`src/rtl/rx_flow_pkg.sv`:
```
// rtl/rx_flow_pkg.sv - shared flow-control characters and FSM state type
package rx_flow_pkg;

  localparam logic [7:0] XON_CHAR  = 8'h11;
  localparam logic [7:0] XOFF_CHAR = 8'h13;

  typedef enum logic [1:0] {
    RUN       = 2'd0,
    SEND_XOFF = 2'd1,
    PAUSED    = 2'd2,
    SEND_XON  = 2'd3
  } flow_state_t;

endpackage

```
`src/rtl/sync_fifo.sv`:
```
// rtl/sync_fifo.sv - single-clock first-word-fall-through storage with occupancy count
module sync_fifo #(
  parameter int DEPTH = 16,
  parameter int WIDTH = 8
) (
  input  logic                     i_clk,
  input  logic                     i_rst_n,
  input  logic                     i_push,
  input  logic                     i_pop,
  input  logic [WIDTH-1:0]         i_wdata,
  output logic [WIDTH-1:0]         o_rdata,
  output logic [$clog2(DEPTH):0]   o_count,
  output logic                     o_empty,
  output logic                     o_full
);

  localparam int AW = $clog2(DEPTH);
  localparam int CW = AW + 1;

  logic [WIDTH-1:0] mem_q [DEPTH];
  logic [AW-1:0]    wr_ptr_q, wr_ptr_d;
  logic [AW-1:0]    rd_ptr_q, rd_ptr_d;
  logic [CW-1:0]    count_q, count_d;

  // Storage is left unreset; only written on an accepted push.
  always_ff @(posedge i_clk) begin
    if (i_push) begin
      mem_q[wr_ptr_q] <= i_wdata;
    end
  end

  // Pointers wrap naturally because DEPTH is a power of two.
  always_comb begin
    wr_ptr_d = wr_ptr_q;
    rd_ptr_d = rd_ptr_q;
    count_d  = count_q;
    if (i_push) begin
      wr_ptr_d = wr_ptr_q + 1'b1;
    end
    if (i_pop) begin
      rd_ptr_d = rd_ptr_q + 1'b1;
    end
    case ({i_push, i_pop})
      2'b10:   count_d = count_q + 1'b1;
      2'b01:   count_d = count_q - 1'b1;
      default: count_d = count_q;
    endcase
  end

  // Pointer and occupancy registers.
  always_ff @(posedge i_clk or negedge i_rst_n) begin
    if (!i_rst_n) begin
      wr_ptr_q <= '0;
      rd_ptr_q <= '0;
      count_q  <= '0;
    end else begin
      wr_ptr_q <= wr_ptr_d;
      rd_ptr_q <= rd_ptr_d;
      count_q  <= count_d;
    end
  end

  assign o_rdata = mem_q[rd_ptr_q];
  assign o_count = count_q;
  assign o_empty = (count_q == '0);
  assign o_full  = (count_q == CW'(DEPTH));

endmodule

```
`src/rtl/rx_flow_fifo.sv`:
```
// rtl/rx_flow_fifo.sv - receive FIFO with XON/XOFF flow control and sticky overflow
module rx_flow_fifo
  import rx_flow_pkg::*;
#(
  parameter int DEPTH      = 16,
  parameter int XOFF_LEVEL = 12,
  parameter int XON_LEVEL  = 4
) (
  input  logic                   i_clk,
  input  logic                   i_rst_n,
  input  logic [7:0]             i_data,
  input  logic                   i_valid,
  output logic [7:0]             o_data,
  output logic                   o_valid,
  input  logic                   i_ready,
  output logic [7:0]             o_tx_data,
  output logic                   o_tx_valid,
  input  logic                   i_tx_ready,
  output logic [$clog2(DEPTH):0] o_count,
  output logic                   o_overflow,
  input  logic                   i_clr_overflow,
  output logic                   o_paused
);

  localparam int CW = $clog2(DEPTH) + 1;
  localparam logic [CW-1:0] XOFF_CNT = CW'(XOFF_LEVEL);
  localparam logic [CW-1:0] XON_CNT  = CW'(XON_LEVEL);

  logic          fifo_empty;
  logic          fifo_full;
  logic [CW-1:0] fifo_count;
  logic          pop;
  logic          push;
  logic          drop;
  logic          overflow_q, overflow_d;
  flow_state_t   state_q, state_d;

  // A full FIFO still accepts a byte when the head leaves in the same cycle.
  assign pop  = !fifo_empty && i_ready;
  assign push = i_valid && (!fifo_full || pop);
  assign drop = i_valid && fifo_full && !pop;

  sync_fifo #(
    .DEPTH (DEPTH),
    .WIDTH (8)
  ) u_sync_fifo (
    .i_clk   (i_clk),
    .i_rst_n (i_rst_n),
    .i_push  (push),
    .i_pop   (pop),
    .i_wdata (i_data),
    .o_rdata (o_data),
    .o_count (fifo_count),
    .o_empty (fifo_empty),
    .o_full  (fifo_full)
  );

  // Sticky overflow: a drop in the same cycle as a clear keeps the flag set.
  always_comb begin
    overflow_d = overflow_q;
    if (i_clr_overflow) begin
      overflow_d = 1'b0;
    end
    if (drop) begin
      overflow_d = 1'b1;
    end
  end

  // Flow FSM next state and transmit outputs, thresholds on registered count.
  always_comb begin
    state_d    = state_q;
    o_tx_valid = 1'b0;
    o_tx_data  = 8'h00;
    o_paused   = 1'b0;
    case (state_q)
      RUN: begin
        if (fifo_count >= XOFF_CNT) begin
          state_d = SEND_XOFF;
        end
      end
      SEND_XOFF: begin
        o_tx_valid = 1'b1;
        o_tx_data  = XOFF_CHAR;
        if (i_tx_ready) begin
          state_d = PAUSED;
        end
      end
      PAUSED: begin
        o_paused = 1'b1;
        if (fifo_count <= XON_CNT) begin
          state_d = SEND_XON;
        end
      end
      SEND_XON: begin
        o_paused   = 1'b1;
        o_tx_valid = 1'b1;
        o_tx_data  = XON_CHAR;
        if (i_tx_ready) begin
          state_d = RUN;
        end
      end
      default: state_d = RUN;
    endcase
  end

  // Flow state and overflow flag registers.
  always_ff @(posedge i_clk or negedge i_rst_n) begin
    if (!i_rst_n) begin
      state_q    <= RUN;
      overflow_q <= 1'b0;
    end else begin
      state_q    <= state_d;
      overflow_q <= overflow_d;
    end
  end

  assign o_valid    = !fifo_empty;
  assign o_count    = fifo_count;
  assign o_overflow = overflow_q;

endmodule

```
`config.mk`:
```
export PLATFORM = sky130hd
export DESIGN_NAME = rx_flow_fifo
export DESIGN_NICKNAME = d
export VERILOG_FILES = /design/src/rtl/rx_flow_pkg.sv /design/src/rtl/sync_fifo.sv /design/src/rtl/rx_flow_fifo.sv
export SDC_FILE = /design/constraint.sdc
export NUM_CORES = 1
export LEC_CHECK = 0
export BUFFER_PORTS_ARGS = -buffer_cell sky130_fd_sc_hd__buf_4
export CORE_AREA = 2 2 145 147
export CTS_BUF_LIST = sky130_fd_sc_hd__clkbuf_2 sky130_fd_sc_hd__clkbuf_4 sky130_fd_sc_hd__clkbuf_8
export DETAILED_ROUTE_END_ITERATION = 10
export DIE_AREA = 0 0 147 149
export GPL_TIMING_DRIVEN = 0
export SLEW_MARGIN = 15
export SYNTH_ARGS = -nofsm -noshare
export SYNTH_HDL_FRONTEND = slang
export SYNTH_SLANG_ARGS = --single-unit
export TNS_END_PERCENT = 50
```
`constraint.sdc`:
```
create_clock -name i_clk -period 3.4 [get_ports i_clk]
set_input_delay 0.34 -clock i_clk [delete_from_list [all_inputs] [get_ports i_clk]]
set_output_delay 0.34 -clock i_clk [all_outputs]
set_load 0.01 [all_outputs]
```
==> impl_metrics.json <==
{
  "grt_usage_pct": 11.46,
  "tns_ns": 0,
  "worst_setup_path_end_kind": "register",
  "timing.hold.ws_ns": 0.09014,
  "synthCells": 333,
  "finalSetupViolCount": 0,
  "leakagePower_nw": 2.442,
  "clk_path_buf_depth": 2,
  "cts-buffers-inserted": 17,
  "cts_tree": "done",
  "skew_ns": 0.007051,
  "syn2layout_area_growth_pct": 16.27,
  "nets": 418,
  "place_hpwl_um": 7948,
  "dr.first_iter.drc_count": 268,
  "grt_pass1_wl_um": 18280,
  "synth-seq-cells": 144,
  "hold_class": "primary input to register",
  "place_congestion": 0.7836,
  "p_per_area_mw_per_mm2": 808.6,
  "total_power_mw": 5.676,
  "antenna_found_initial": 0,
  "cp_slowest_stage_delay_ns": 0.57,
  "cpMostUsedCell": "ha_1",
  "insertion_delay_ns": 0.44,
  "yosysWarnings": 0,
  "n_antenna_cell": 0,
  "root_buffer": "clkbuf_8",
  "ys_seq_area_share_pct": 70.30,
  "tightest_slew_ns": 0.7822,
  "io_pins": 39,
  "cpMaxStageDelayCell": "or4_4",
  "layout_min_cycle_time_ns": 3.210,
  "hold_violations": 0,
  "fp-row-count": 53,
  "path_clk_slew_ns": 0.07,
  "final_antenna_net_count": 0,
  "drv_cap": 0,
  "die_w_um": 147,
  "post_cts_buffers": 0,
  "cp-start-kind": "register",
  "wl_per_cell_um": 17.90,
  "die_area_sq_mm": 0.02190,
  "fin_crit_sh_pct": 94.42,
  "vias": 3122,
  "worst_path_dominant_cell_family": "simple AND/OR/NAND/NOR gates",
  "grt_max_degree": 17,
  "initial_utilization_pct": 29.37,
  "clock.fmax_mhz": 311.5,
  "die_y_um": 149,
  "cp.arrival_ns": 3.58,
  "drc_errors": 0,
  "syn_area_sq_mm": 0.006037,
  "avgSynthCellArea_sq_um": 18.13,
  "critPathBufInv": 2,
  "rsz0062_at_grt": "no",
  "status": "finished clean",
  "io_buffers": 33,
  "critPathMaxFanout": 9,
  "coreArea_sq_mm": 0.02056,
  "critPathRequiredTime_ns": 3.77,
  "grt_pass1_vias": 3184,
  "htree_num_levels": 4,
  "viasPerCell": 4.618,
  "first_pass_iters": 4,
  "drive_gt1_share_pct": 29.18,
  "slew_headroom_pct": 47.12,
  "critical_path_class": "register to register",
  "crit_path_cell_trace": "buf_6, or4_4, o21a_2, ha_1, clkbuf_2, xor2_1, ha_1, or2_2, a221o_1, a22oi_2, xnor2_1",
  "maxSlewViolCount": 0,
  "grt_overflow": 0,
  "wl_um": 12100,
  "clock_sinks": 144,
  "ys_types": 44,
  "ir_drop_v": 0.0004294
}
[timing repair]
item | CTS | global route
endpoints found under the hold margin | 16 | 0
hold buffers | 1 | 0
resized for setup | 0 | 4
setup endpoints to repair | 0 | 1
[Yosys cell counts]
| master | n | share of area, % |
|---|---|---|
| nor2_1 | 9 | 0.56 |
| or2_1 | 1 | 0.10 |
| a221o_1 | 1 | 0.17 |
| nand4_1 | 1 | 0.10 |
| nor3_1 | 1 | 0.083 |
| o31ai_1 | 1 | 0.12 |
| o221ai_1 | 1 | 0.15 |
| nand3_1 | 3 | 0.25 |
| nand2_1 | 14 | 0.87 |
| ha_1 | 14 | 2.9 |
| conb_1 | 1 | 0.062 |
| nor2b_1 | 3 | 0.31 |
| clkbuf_1 | 8 | 0.50 |
| a221oi_1 | 2 | 0.29 |
| nor4b_1 | 1 | 0.15 |
| and4bb_2 | 1 | 0.21 |
| buf_2 | 4 | 0.33 |
| buf_6 | 1 | 0.19 |
| o211a_1 | 1 | 0.17 |
| a21oi_1 | 1 | 0.083 |
| or2_2 | 4 | 0.41 |
| dfrtp_1 | 16 | 6.6 |
| nand2b_1 | 3 | 0.31 |
| mux2_1 | 1 | 0.19 |
| a22oi_1 | 17 | 2.1 |
| nand4b_1 | 1 | 0.15 |
| mux4_2 | 32 | 12 |
| o21a_1 | 1 | 0.12 |
| mux2i_1 | 1 | 0.17 |
| and2_1 | 17 | 1.8 |
| xor2_1 | 4 | 0.58 |
| buf_1 | 2 | 0.12 |
| buf_4 | 7 | 0.87 |
| a21o_1 | 1 | 0.12 |
| o21ai_0 | 3 | 0.25 |
| nor3b_1 | 1 | 0.12 |
| or4_4 | 1 | 0.19 |
| inv_1 | 11 | 0.68 |
| and4b_1 | 1 | 0.17 |
| edfxtp_1 | 128 | 64 |
| o21ai_2 | 1 | 0.15 |
| mux2_2 | 3 | 0.56 |
| a211oi_1 | 1 | 0.12 |
| xnor2_1 | 7 | 1.0 |
[area by class of cell]
cell class | count | area (sq um)
plain buffers | 22 | 122.6
clock buffers | 21 | 264.0
clock inverters | 9 | 93.84
fillers | 1970 | 13540
inverters | 11 | 41.29
multi-input cells | 160 | 1652
flip-flops and latches | 144 | 4244
well taps | 275 | 344.1
repair buffers | 34 | 257.7
[sequential cells by signal, indices dropped and copies added, names as in the netlist]
| signal | flops |
|---|---|
| state_q | 2 |
| u_sync_fifo.mem_q | 128 |
| u_sync_fifo.wr_ptr_q | 4 |
| o_overflow | 1 |
| u_sync_fifo.rd_ptr_q | 4 |
| u_sync_fifo.o_count | 5 |
[placed cells by master, fill, tap and decap left out, types with 2 or more instances in the layout]
cell type | Yosys | routed
edfxtp_1 | 128 | 128
buf_4 | 7 | 40
mux4_2 | 32 | 32
and2_1 | 17 | 17
clkbuf_8 | 0 | 17
a22oi_1 | 17 | 16
dfrtp_1 | 16 | 16
nand2_1 | 14 | 14
ha_1 | 14 | 14
inv_1 | 11 | 11
nor2_1 | 9 | 9
clkbuf_1 | 8 | 7
xnor2_1 | 7 | 7
conb_1 | 1 | 5
xor2_1 | 4 | 4
or2_2 | 4 | 4
buf_2 | 4 | 4
clkbuf_4 | 0 | 4
nand2b_1 | 3 | 3
nor2b_1 | 3 | 3
o21ai_0 | 3 | 3
mux2_2 | 3 | 3
nand3_1 | 3 | 3
clkinv_2 | 0 | 3
clkinv_1 | 0 | 3
buf_1 | 2 | 2
a221oi_1 | 2 | 2
bufinv_16 | 0 | 2
[per-layer routing]
| metal | vias to the layer above | wire, um | track usage, % |
|---|---|---|---|
| met4 | 0 | 331 | 5.913 |
| met5 | - | 0 | 0 |
| met3 | 25 | 495 | 2.538 |
| met1 | 1596 | 5365 | 14.86 |
| li1 | 1404 | - | - |
| met2 | 97 | 5911 | 18.22 |
[through the flow]
step	setup slack (ns)	util (%)	cells	cell area, sq um
finish	0.1896	34.14	676	7019
global route	0.05083	34.14	676	7019
CTS	0.002470	34.11	676	7012
detailed placement	0.04150	32.32	645	6644
global placement	0.08179	32.32	645	6644
floorplan	0.2857	-	337	6052
[power breakdown]
part | leakage (nW) | internal [mW] | switching [mW] | total, mW
clock | 0.185 | 0.663 | 0.592 | 1.26
sequential | 1.34 | 2.18 | 0.144 | 2.32
combinational | 0.912 | 1.00 | 1.10 | 2.10
total | 2.44 | 3.84 | 1.84 | 5.68
[worst register-to-register path: stages, from the launching register on]
cell and delay (ns):
dfrtp_1 0.39, buf_6 0.14, or4_4 0.57, o21a_2 0.28, ha_1 0.23, clkbuf_2 0.18, xor2_1 0.17, ha_1 0.22
or2_2 0.28, a221o_1 0.36, a22oi_2 0.18, xnor2_1 0.13
[path summary, 6_finish.rpt]
check / depth (start not counted) / end / slack [ns] / startpoint
min reg2reg: 2 / o_overflow$_DFFE_PN0P_ / 0.54 / o_overflow$_DFFE_PN0P_
max in group asynchronous: 2 / u_sync_fifo.rd_ptr_q[3]$_DFFE_PN0P_ / 2.91 / i_rst_n
min in group asynchronous: 2 / state_q[1]$_DFFE_PN0P_ / 0.29 / i_rst_n
max: 11 / u_sync_fifo.o_count[4]$_DFFE_PN0P_ / 0.19 / u_sync_fifo.o_count[1]$_DFFE_PN0P_
min: 2 / o_overflow$_DFFE_PN0P_ / 0.09 / i_clr_overflow
max reg2reg: 11 / u_sync_fifo.o_count[4]$_DFFE_PN0P_ / 0.19 / u_sync_fifo.o_count[1]$_DFFE_PN0P_
[logic make-up (layout without fill, tap and decap cells)]
| family | count (synthesis) | after routing | synth area share [%] |
|---|---|---|---|
| adder cells (fa/ha/maj) | 14 | 14 | 2.902 |
| flip-flops | 144 | 144 | 70.30 |
| AO/OA/AOI/OAI | 31 | 31 | 3.855 |
| XOR/XNOR | 11 | 11 | 1.596 |
| other | 1 | 5 | 0.06212 |
| multiplexers | 37 | 37 | 12.85 |
| buffers and inverters | 33 | 97 | 2.694 |
| AND/OR/NAND/NOR | 62 | 62 | 5.741 |
Note: power is estimated with default switching activity, not from simulation.
